[src/rtl/wb_arb_if.sv]
// ---------------------------------------------------------------------------
// wb_arb_if
// Writeback bus between the functional-unit result channels and the
// register-file write port.
//
// Channel side (driven by the FUs, one slice per channel):
//   ch_dst     [NUM_CH*5]     destination register, channel i at [i*5 +: 5]
//   ch_result  [NUM_CH*XLEN]  result, channel i at [i*XLEN +: XLEN]
//   ch_pc      [NUM_CH*XLEN]  instruction PC, channel i at [i*XLEN +: XLEN]
//   ch_wb_en   [NUM_CH]       register write enable
//   ch_valid   [NUM_CH]       result valid (held until ch_ready seen)
//   ch_ready   [NUM_CH]       grant back to the channel, one-hot or zero
// Register-file / retire side (driven by the arbiter):
//   rf_wen, rf_wdst, rf_wdata, wb_pc, wb_retire, wb_instret
//
// Modports:
//   slave  - the arbiter (consumes channel requests, drives the rf side)
//   master - the FU / environment side
// ---------------------------------------------------------------------------
interface wb_arb_if #(
    parameter int NUM_CH = 2,
    parameter int XLEN   = 64
);
    logic [NUM_CH*5-1:0]    ch_dst;
    logic [NUM_CH*XLEN-1:0] ch_result;
    logic [NUM_CH*XLEN-1:0] ch_pc;
    logic [NUM_CH-1:0]      ch_wb_en;
    logic [NUM_CH-1:0]      ch_valid;
    logic [NUM_CH-1:0]      ch_ready;

    logic                   rf_wen;
    logic [4:0]             rf_wdst;
    logic [XLEN-1:0]        rf_wdata;
    logic [XLEN-1:0]        wb_pc;
    logic                   wb_retire;
    logic [63:0]            wb_instret;

    modport slave (
        input  ch_dst, ch_result, ch_pc, ch_wb_en, ch_valid,
        output ch_ready,
        output rf_wen, rf_wdst, rf_wdata, wb_pc, wb_retire, wb_instret
    );

    modport master (
        output ch_dst, ch_result, ch_pc, ch_wb_en, ch_valid,
        input  ch_ready,
        input  rf_wen, rf_wdst, rf_wdata, wb_pc, wb_retire, wb_instret
    );
endinterface

[src/rtl/wb_arb.sv]
// ---------------------------------------------------------------------------
// wb_arb
// N-channel writeback arbiter. Each cycle at most one valid FU result is
// granted (combinational ch_ready) and registered onto the single register
// file write port one cycle later. Also keeps the retired-instruction count.
//
// Parameters:
//   NUM_CH   number of writeback channels (>=1), index 0 = highest priority
//   XLEN     result / PC width
//   ARB_MODE 0 = round-robin, 1 = fixed priority (lowest index wins)
// Ports:
//   clk  clock
//   rst  asynchronous reset, active high
//   bus  wb_arb_if.slave: channel requests in, ch_ready and rf/retire out
// ---------------------------------------------------------------------------
module wb_arb #(
    parameter int NUM_CH   = 2,
    parameter int XLEN     = 64,
    parameter int ARB_MODE = 0
) (
    input  logic     clk,
    input  logic     rst,
    wb_arb_if.slave  bus
);
    localparam int PTR_W = (NUM_CH > 1) ? $clog2(NUM_CH) : 1;

    logic [NUM_CH-1:0] req;
    logic [NUM_CH-1:0] req_hi;      // requests at or above the rr pointer
    logic [NUM_CH-1:0] grant_oh;
    logic [PTR_W-1:0]  grant_idx;
    logic              any_grant;

    logic [PTR_W-1:0]  rr_ptr_reg;
    logic [PTR_W-1:0]  rr_ptr_next;

    logic [4:0]        sel_dst;
    logic [XLEN-1:0]   sel_result;
    logic [XLEN-1:0]   sel_pc;
    logic              sel_wb_en;

    logic              rf_wen_reg;
    logic [4:0]        rf_wdst_reg;
    logic [XLEN-1:0]   rf_wdata_reg;
    logic [XLEN-1:0]   wb_pc_reg;
    logic              wb_retire_reg;
    logic [63:0]       instret_reg;

    // Isolate the lowest set bit: v & -v.
    function automatic logic [NUM_CH-1:0] lowest_one(input logic [NUM_CH-1:0] v);
        return v & (~v + NUM_CH'(1));
    endfunction

    assign req       = bus.ch_valid;
    assign any_grant = |req;

    // Round-robin is done with a thermometer mask instead of a rotating
    // scan: requests at index >= rr_ptr win first; if none exist the search
    // wraps to the lowest-index request overall.
    generate
        for (genvar gi = 0; gi < NUM_CH; gi++) begin : g_req_hi
            assign req_hi[gi] = req[gi] & (PTR_W'(gi) >= rr_ptr_reg);
        end

        if (ARB_MODE == 1) begin : g_fixed
            assign grant_oh = lowest_one(req);
        end else begin : g_rr
            assign grant_oh = (|req_hi) ? lowest_one(req_hi) : lowest_one(req);
        end
    endgenerate

    // One-hot grant -> index and AND-OR data mux.
    always_comb begin
        grant_idx  = '0;
        sel_dst    = '0;
        sel_result = '0;
        sel_pc     = '0;
        sel_wb_en  = 1'b0;
        for (int i = 0; i < NUM_CH; i++) begin
            if (grant_oh[i]) begin
                grant_idx  = grant_idx | PTR_W'(i);
                sel_dst    = sel_dst | bus.ch_dst[i*5 +: 5];
                sel_result = sel_result | bus.ch_result[i*XLEN +: XLEN];
                sel_pc     = sel_pc | bus.ch_pc[i*XLEN +: XLEN];
                sel_wb_en  = sel_wb_en | bus.ch_wb_en[i];
            end
        end
    end

    // Pointer moves to the channel after the one just granted; with a single
    // channel there is nothing to rotate and the pointer is tied to zero.
    generate
        if (NUM_CH > 1) begin : g_rr_ptr
            always_comb begin
                rr_ptr_next = rr_ptr_reg;
                if (any_grant && (ARB_MODE == 0)) begin
                    rr_ptr_next = (grant_idx == PTR_W'(NUM_CH - 1)) ? '0
                                                                     : grant_idx + PTR_W'(1);
                end
            end

            always_ff @(posedge clk or posedge rst) begin
                if (rst) begin
                    rr_ptr_reg <= '0;
                end else begin
                    rr_ptr_reg <= rr_ptr_next;
                end
            end
        end else begin : g_no_ptr
            assign rr_ptr_next = '0;
            assign rr_ptr_reg  = '0;
        end
    endgenerate

    // Output stage. Data/index/PC registers only load on a grant so they
    // keep the last written values while idle. An asynchronous reset clears
    // the retire/write strobes, which drops any result still in this stage.
    always_ff @(posedge clk or posedge rst) begin
        if (rst) begin
            rf_wen_reg    <= 1'b0;
            rf_wdst_reg   <= '0;
            rf_wdata_reg  <= '0;
            wb_pc_reg     <= '0;
            wb_retire_reg <= 1'b0;
            instret_reg   <= '0;
        end else begin
            rf_wen_reg    <= any_grant & sel_wb_en & (sel_dst != 5'd0);
            wb_retire_reg <= any_grant;
            if (any_grant) begin
                rf_wdst_reg  <= sel_dst;
                rf_wdata_reg <= sel_result;
                wb_pc_reg    <= sel_pc;
                // Counts the retire pulse that becomes visible at this edge;
                // wraps naturally at 2^64.
                instret_reg  <= instret_reg + 64'd1;
            end
        end
    end

    assign bus.ch_ready   = grant_oh;
    assign bus.rf_wen     = rf_wen_reg;
    assign bus.rf_wdst    = rf_wdst_reg;
    assign bus.rf_wdata   = rf_wdata_reg;
    assign bus.wb_pc      = wb_pc_reg;
    assign bus.wb_retire  = wb_retire_reg;
    assign bus.wb_instret = instret_reg;
endmodule

[src/flat_wrapper.sv]
// flat-port wrapper written by rule: the top's interface ports become plain ports
module wb_arb_flat 
#(
    parameter int NUM_CH   = 2,
    parameter int XLEN     = 64,
    parameter int ARB_MODE = 0
)
  (clk, rst, bus_ch_dst, bus_ch_result, bus_ch_pc, bus_ch_wb_en, bus_ch_valid, bus_ch_ready, bus_rf_wen, bus_rf_wdst, bus_rf_wdata, bus_wb_pc, bus_wb_retire, bus_wb_instret);
  wb_arb_if #(.NUM_CH(NUM_CH), .XLEN(XLEN)) bus_i ();
  input  logic clk;
  input  logic rst;
  input wire logic [$bits(bus_i.ch_dst)-1:0] bus_ch_dst;
  input wire logic [$bits(bus_i.ch_result)-1:0] bus_ch_result;
  input wire logic [$bits(bus_i.ch_pc)-1:0] bus_ch_pc;
  input wire logic [$bits(bus_i.ch_wb_en)-1:0] bus_ch_wb_en;
  input wire logic [$bits(bus_i.ch_valid)-1:0] bus_ch_valid;
  output wire logic [$bits(bus_i.ch_ready)-1:0] bus_ch_ready;
  output wire logic [$bits(bus_i.rf_wen)-1:0] bus_rf_wen;
  output wire logic [$bits(bus_i.rf_wdst)-1:0] bus_rf_wdst;
  output wire logic [$bits(bus_i.rf_wdata)-1:0] bus_rf_wdata;
  output wire logic [$bits(bus_i.wb_pc)-1:0] bus_wb_pc;
  output wire logic [$bits(bus_i.wb_retire)-1:0] bus_wb_retire;
  output wire logic [$bits(bus_i.wb_instret)-1:0] bus_wb_instret;
  assign bus_i.ch_dst = bus_ch_dst;
  assign bus_i.ch_result = bus_ch_result;
  assign bus_i.ch_pc = bus_ch_pc;
  assign bus_i.ch_wb_en = bus_ch_wb_en;
  assign bus_i.ch_valid = bus_ch_valid;
  assign bus_ch_ready = bus_i.ch_ready;
  assign bus_rf_wen = bus_i.rf_wen;
  assign bus_rf_wdst = bus_i.rf_wdst;
  assign bus_rf_wdata = bus_i.rf_wdata;
  assign bus_wb_pc = bus_i.wb_pc;
  assign bus_wb_retire = bus_i.wb_retire;
  assign bus_wb_instret = bus_i.wb_instret;
  wb_arb #(.NUM_CH(NUM_CH), .XLEN(XLEN), .ARB_MODE(ARB_MODE)) u_core (.clk(clk), .rst(rst), .bus(bus_i));
endmodule
[config.mk]
export PLATFORM = sky130hd
export DESIGN_NAME = wb_arb_flat
export DESIGN_NICKNAME = d
export VERILOG_FILES = /design/src/rtl/wb_arb_if.sv /design/src/rtl/wb_arb.sv /design/src/flat_wrapper.sv
export SDC_FILE = /design/constraint.sdc
export NUM_CORES = 1
export LEC_CHECK = 0
export BUFFER_PORTS_ARGS = -buffer_cell sky130_fd_sc_hd__buf_2
export CAP_MARGIN = 20
export CORE_ASPECT_RATIO = 0.6
export CORE_MARGIN = 2
export CORE_UTILIZATION = 30
export CTS_BUF_LIST = sky130_fd_sc_hd__clkbuf_16
export DETAILED_ROUTE_END_ITERATION = 8
export PLACE_DENSITY = 0.59
export SLEW_MARGIN = 20
export SYNTH_ARGS = -nofsm -noshare
export SYNTH_HDL_FRONTEND = slang
export SYNTH_SLANG_ARGS = --single-unit
[constraint.sdc]
create_clock -name clk -period 18.1 [get_ports clk]
set_input_delay 3.62 -clock clk [delete_from_list [all_inputs] [get_ports clk]]
set_output_delay 3.62 -clock clk [all_outputs]
set_load 0.03 [all_outputs]
==> results of run 1 <==
## critical path, cell delays in order
cell and delay (ps):
buf_2 110, nand2b_1 110, nand2_4 590, inv_4 490
nor2_1 440, buf_2 270
## final cells by class
| type | instances | area (um^2) | area share [%] |
|---|---|---|---|
| Tap cell | 408 | 510 | 4.15 |
| Multi-Input combinational cell | 742 | 3720 | 30.2 |
| Clock inverter | 15 | 150 | 1.22 |
| Sequential cell | 200 | 5000 | 40.7 |
| Clock buffer | 17 | 425 | 3.46 |
| Antenna cell | 6 | 15.0 | 0.122 |
| Inverter | 11 | 58.8 | 0.478 |
| Timing Repair Buffer | 477 | 2420 | 19.7 |
## synth_stat cells
library cell  instances
a21oi_1               1
a22oi_1               5
a31oi_1             128
and2_1                3
and3_1                6
and4_1                3
buf_1                 1
buf_2                 1
buf_4                 1
clkbuf_1             56
dfrtp_1             200
ha_1                  1
inv_1                 9
inv_2                 2
nand2_1             295
nand2b_1              1
nand3_1              20
nand3_2               1
nand4_1              16
nand4_2               1
nand4_4               1
nor2_1              157
nor3_1               13
nor3_2                3
nor4_1                5
nor4_4                1
o2111ai_1             1
o211ai_1              3
o21ai_0               1
or2_2                 3
or3_1                 5
or4_1                 4
or4_4                 1
xnor2_1              30
xor2_1               33
## worst paths after layout
| kind | slack, ps | depth (start not counted) | endpoint | startpoint |
|---|---|---|---|---|
| max | 8730 | 6 | bus_ch_ready[0] | bus_ch_valid[0] |
| max in group asynchronous | 13250 | 4 | u_core.bus.rf_wdata[37] | rst |
| min reg2reg | 490 | 1 | u_core.bus.wb_instret[50] | u_core.bus.wb_instret[50] |
| min in group asynchronous | 3160 | 2 | u_core.bus.wb_pc[28] | rst |
| min | 490 | 1 | u_core.bus.wb_instret[50] | u_core.bus.wb_instret[50] |
| max reg2reg | 15050 | 6 | u_core.bus.rf_wdata[20] | u_core.rr_ptr_reg |
## power groups by stage
stage	combinational [mW]	sequential (mW)	clock (mW)
detailed placement	0.292	0.533	0
global placement	0.290	0.532	0
floorplan	0.0856	0.620	0
global route	0.312	0.531	0.419
finish	0.289	0.525	0.391
CTS	0.292	0.525	0.402
## metal layers
layer / GRT usage [%] / part of all wire (%) / vias up
li1: - / - / 4279
met2: 32.0 / 47 / 274
met5: 0 / 0.13 / -
met3: 6.59 / 6.7 / 59
met4: 9.25 / 4.0 / 10
met1: 25.7 / 42 / 4184
## per-stage QoR
step,setup WS [ps],total power [mW]
2_1_floorplan,9030,0.705
3_3_place_gp,8720,0.822
3_5_place_dp,8730,0.825
4_1_cts,8730,1.22
5_1_grt,8570,1.26
6_report,8730,1.20
## cells by family after synthesis
| family | share of synthesized area (%) |
|---|---|
| AND/OR/NAND/NOR | 25.2 |
| flip-flops | 55.7 |
| AO/OA/AOI/OAI | 9.79 |
| buffers and inverters | 2.98 |
| XOR/XNOR | 6.14 |
| adder cells (fa/ha/maj) | 0.139 |
==> out/metrics.cfg, run 1 <==
[sta]
slew_viol_final = 0
setup_viol = 0
finalHoldViolations = 0
whs_ps = 488
rsz0062_at_grt = false
slew_headroom_pct = 30.8
worst_pin_slew_ps = 1030
fin_skew_ps = 10.7
fmax_mhz = 107
min_period_over_period_pct = 51.8
timing.final.crit_period_ps = 9370
fin_setup_tns_ps = 0

[synthesis]
synth.distinct_cells = 35
avgSynthCellArea_um2 = 8.88
netlist_instances = 1012
yosys.area.top_type = dfrtp_1
ys_seq_area_share_pct = 55.7
syn_nets = 1285
syn_area_mm2 = 0.00898
synthTopCellsByArea = dfrtp_1 56%, nand2_1 12%, a31oi_1 8.9%
yosysWarnings = 0
ys_ff_latch = 200
netlist.area_leader.share_pct = 55.7

[power]
peakVddDrop_v = 0.0000666
swShare_pct = 34.9
p_clk_share_pct = 32.4
p_seq_share_pct = 43.6
cellPowerDensity_mw_per_mm2 = 97.8
power.leakage_nw = 6.34
combinationalPowerShare_pct = 24.0
p_int_uw = 784
p_sw_uw = 419

[setup_path]
arrival_ps = 5750
critical_path_required_ps = 14480
startpoint_type = input port
cp_max_fo = 74
crit_type = input port to output port
endpoint_kind = output port

[worst_hold_path]
hp-class = flip-flop to flip-flop

[final_layout]
layout-drive-gt1-share_pct = 35.8
post-route-util_pct = 41.4
nFillCells = 3084
final_area_mm2 = 0.0123
area.growth.synth_to_final_pct = 36.9
final_common_cell = buf_2
final_cells = 1876
fin_nets = 1722
final_cell_mix = 472 x buf_2, 294 x nand2_1, 200 x dfrtp_1

[die]
die_h_um = 138
core_area_mm2 = 0.0297
initial_core_util_pct = 30.2
num_rows = 49
die_w_um = 227
ios = 473
die-area_mm2 = 0.0314

[clocking]
cts_made_buffers = 17
cts_max_path_buffers = 2
root_buffer = clkbuf_16
cts.clk_slew.worst_paths_ps = 70
cts.htree.levels = 4
cts.sinks = 200
cts_tree = built
clock_latency_ps = 450
cts_setup_buffers = 0
cts_hold_buf = 0
post_cts_resized = 0

[global_routing]
grt_pass1_wl_mm = 49.1
antenna_found_initial = 11
grt_usage_pct = 20.4
grt_max_degree = 158
grt_pass1_vias = 8636
overflow = 0

[detailed_routing]
finalWirelength_mm = 31.9
post-route-drc-count = 0
vias = 8806
ant_nets = 0
drt_iter0_drc = 542
via_per_inst = 4.69
wire_per_inst_um = 17.0
drt_first_pass_iters = 5

[place]
numPortBuffers = 472
dp_hpwl_mm = 23.8
dpl_cell_area_mm2 = 0.0117
dp_cells = 1837
place.gp.congestion = 0.863

[job]
cap_violations = 0

[outcome]
status = finished clean

(Power assumes the default switching activity.)
==> run 2, diff against run 1 <==
==> constraint.sdc (replaced) <==
create_clock -name clk -period 8.9 [get_ports clk]
set_input_delay 1.78 -clock clk [delete_from_list [all_inputs] [get_ports clk]]
set_output_delay 1.78 -clock clk [all_outputs]
set_load 0.03 [all_outputs]
==> out/metrics.cfg, run 2 (synthesis results as in run 1) <==
[power]
power.leakage_nw = 6.33  ; -0.28%
cellPowerDensity_mw_per_mm2 = 198  ; +100%
peakVddDrop_v = 0.000105  ; +57%
power_mw = 2.43  ; +100%

[worst_hold_path]
hp-start = u_core.bus.wb_instret[26]
min_path_cells = 1  ; unchanged
hp-class = flip-flop to flip-flop
worstHoldEndpoint = u_core.bus.wb_instret[26]

[setup_path]
slowest_stage = nand2_4
rr_worst_depth = 6  ; unchanged
cp_max_fo = 72  ; -2.7%
cp_slowest_stage_delay_ps = 520  ; -70 ps
startpoint_type = input port
critPathTopFamily = simple AND/OR/NAND/NOR gates
arrival_ps = 3760  ; -1990 ps
critical_path_required_ps = 7120  ; -7360 ps
r2r_end = u_core.bus.rf_wdata[62]
path_common_cell = buf_2
worstSetupStartpoint = bus_ch_valid[0]
path_buf_inv = 3  ; unchanged
r2r_start = u_core.rr_ptr_reg
r2r_slack_ps = 6030  ; -9020 ps
worstPathCellList = buf_2 > nand2b_1 > nand2_4 > inv_4 > nor2_1 > buf_2
endpoint_kind = output port
crit_type = input port to output port

[sta]
timing.final.crit_period_ps = 5540
min_period_over_period_pct = 62.2
setup_viol = 0  ; unchanged
slew_headroom_pct = 32.6  ; +1.8 points
fin_ws_ps = 3360  ; -5370 ps
finalHoldViolations = 0  ; unchanged
rsz0062_at_grt = false
fmax_mhz = 181
worst_pin_slew_ps = 1010  ; -23.0 ps
slew_viol_final = 0  ; unchanged
fin_setup_tns_ps = 0  ; unchanged
fin_skew_ps = 13.5  ; +2.79 ps

[die]
core_area_mm2 = 0.0297  ; unchanged
num_rows = 49  ; unchanged
die-area_mm2 = 0.0314  ; unchanged
initial_core_util_pct = 30.2  ; unchanged
ios = 473  ; unchanged
die_h_um = 138  ; unchanged
die_w_um = 227  ; unchanged

[final_layout]
area.growth.synth_to_final_pct = 36.5
final_cell_mix = 472 x buf_2, 294 x nand2_1, 200 x dfrtp_1
final_common_cell = buf_2
final_area_mm2 = 0.0123  ; -0.32%
layout-drive-gt1-share_pct = 35.5  ; -0.25 points
fin_nets = 1722  ; unchanged

[global_routing]
grt_pass1_wl_mm = 48.9  ; -0.31%
grt_pass1_vias = 8567  ; -0.80%
grt_max_degree = 151  ; -4.4%
antenna_found_initial = 9  ; -2
grt_usage_pct = 20.2  ; -0.22 points
overflow = 0  ; unchanged

[clocking]
cts_max_path_buffers = 2  ; unchanged
cts_hold_buf = 0  ; unchanged
post_cts_resized = 0  ; unchanged
cts_setup_buffers = 0  ; unchanged
clock_latency_ps = 450  ; about the same
cts.sinks = 200  ; unchanged
cts_tree = built
cts.htree.levels = 4  ; unchanged
cts_made_buffers = 17  ; unchanged
root_buffer = clkbuf_16
cts.clk_slew.worst_paths_ps = 70  ; about the same

[place]
dp_hpwl_mm = 23.6  ; -0.79%
dpl_cell_area_mm2 = 0.0117  ; about the same
place.gp.congestion = 0.912  ; +5.6%
numPortBuffers = 472  ; unchanged
dp_slack_ps = 3300  ; -5430 ps

[detailed_routing]
post-route-drc-count = 0  ; unchanged
drt_iter0_drc = 608  ; +12%
finalWirelength_mm = 31.6  ; -0.78%
vias = 8737  ; -0.78%
wire_per_inst_um = 16.9  ; -0.68%
via_per_inst = 4.66  ; -0.68%
ant_nets = 0  ; unchanged
drt_first_pass_iters = 4  ; -1

[job]
cap_violations = 0  ; unchanged

[outcome]
status = finished clean

==> run 2: changes by cell type in the layout (fill, tap and decap cells not counted), sizes merged <==
| cell | previous run | this run |
|---|---|---|
| clkinv | 6 | 4 |
| diode | 6 | 5 |
| clkinvlp | 1 | 2 |
==> run 2: how the worst max path moves through the flow <==
| stage | to | slack, ps | cells past startpoint |
|---|---|---|---|
| floorplan | u_core.bus.rf_wdata[0] | 1670 | 1 |
| global placement | bus_ch_ready[0] | 3330 | 6 |
| detailed placement | bus_ch_ready[0] | 3300 | 6 |
| CTS | bus_ch_ready[0] | 3300 | 6 |
| global route | bus_ch_ready[0] | 3180 | 6 |
| finish | bus_ch_ready[0] | 3360 | 6 |
==> run 2: cell type report <==
class                      instances  area [um^2]
sequential                       200         5000
timing repair buffer             477         2400
fill                            3065        17500
multi-input combinational        742         3720
antenna                            5         12.5
tap                              408          510
inverter                          11         58.8
clock inverter                    14          134
clock buffer                      17          425
==> run 2: where the power goes <==
group	internal (mW)	leakage, nW	switching [mW]
sequential	1.00	2.43	0.0673
combinational	0.177	3.61	0.407
clock	0.411	0.282	0.365
==> run 2: through the flow <==
step	util (%)	std cells	hold WS (ps)
after detailed placement	39.3	1838	483
after global routing	41.2	1870	511
final	41.2	1874	493
after global placement	39.3	1838	478
after CTS	41.2	1869	495
after floorplan	-	1012	501
==> run 2: metal layers <==
layer  vias to the layer above  track usage [%]  routed length, um
li1                       4275                -                  -
met1                      4157             25.7              13500
met2                       249             32.6              15100
met3                        46             6.04               2130
met4                        10             7.33                853
met5                         -                0                 53
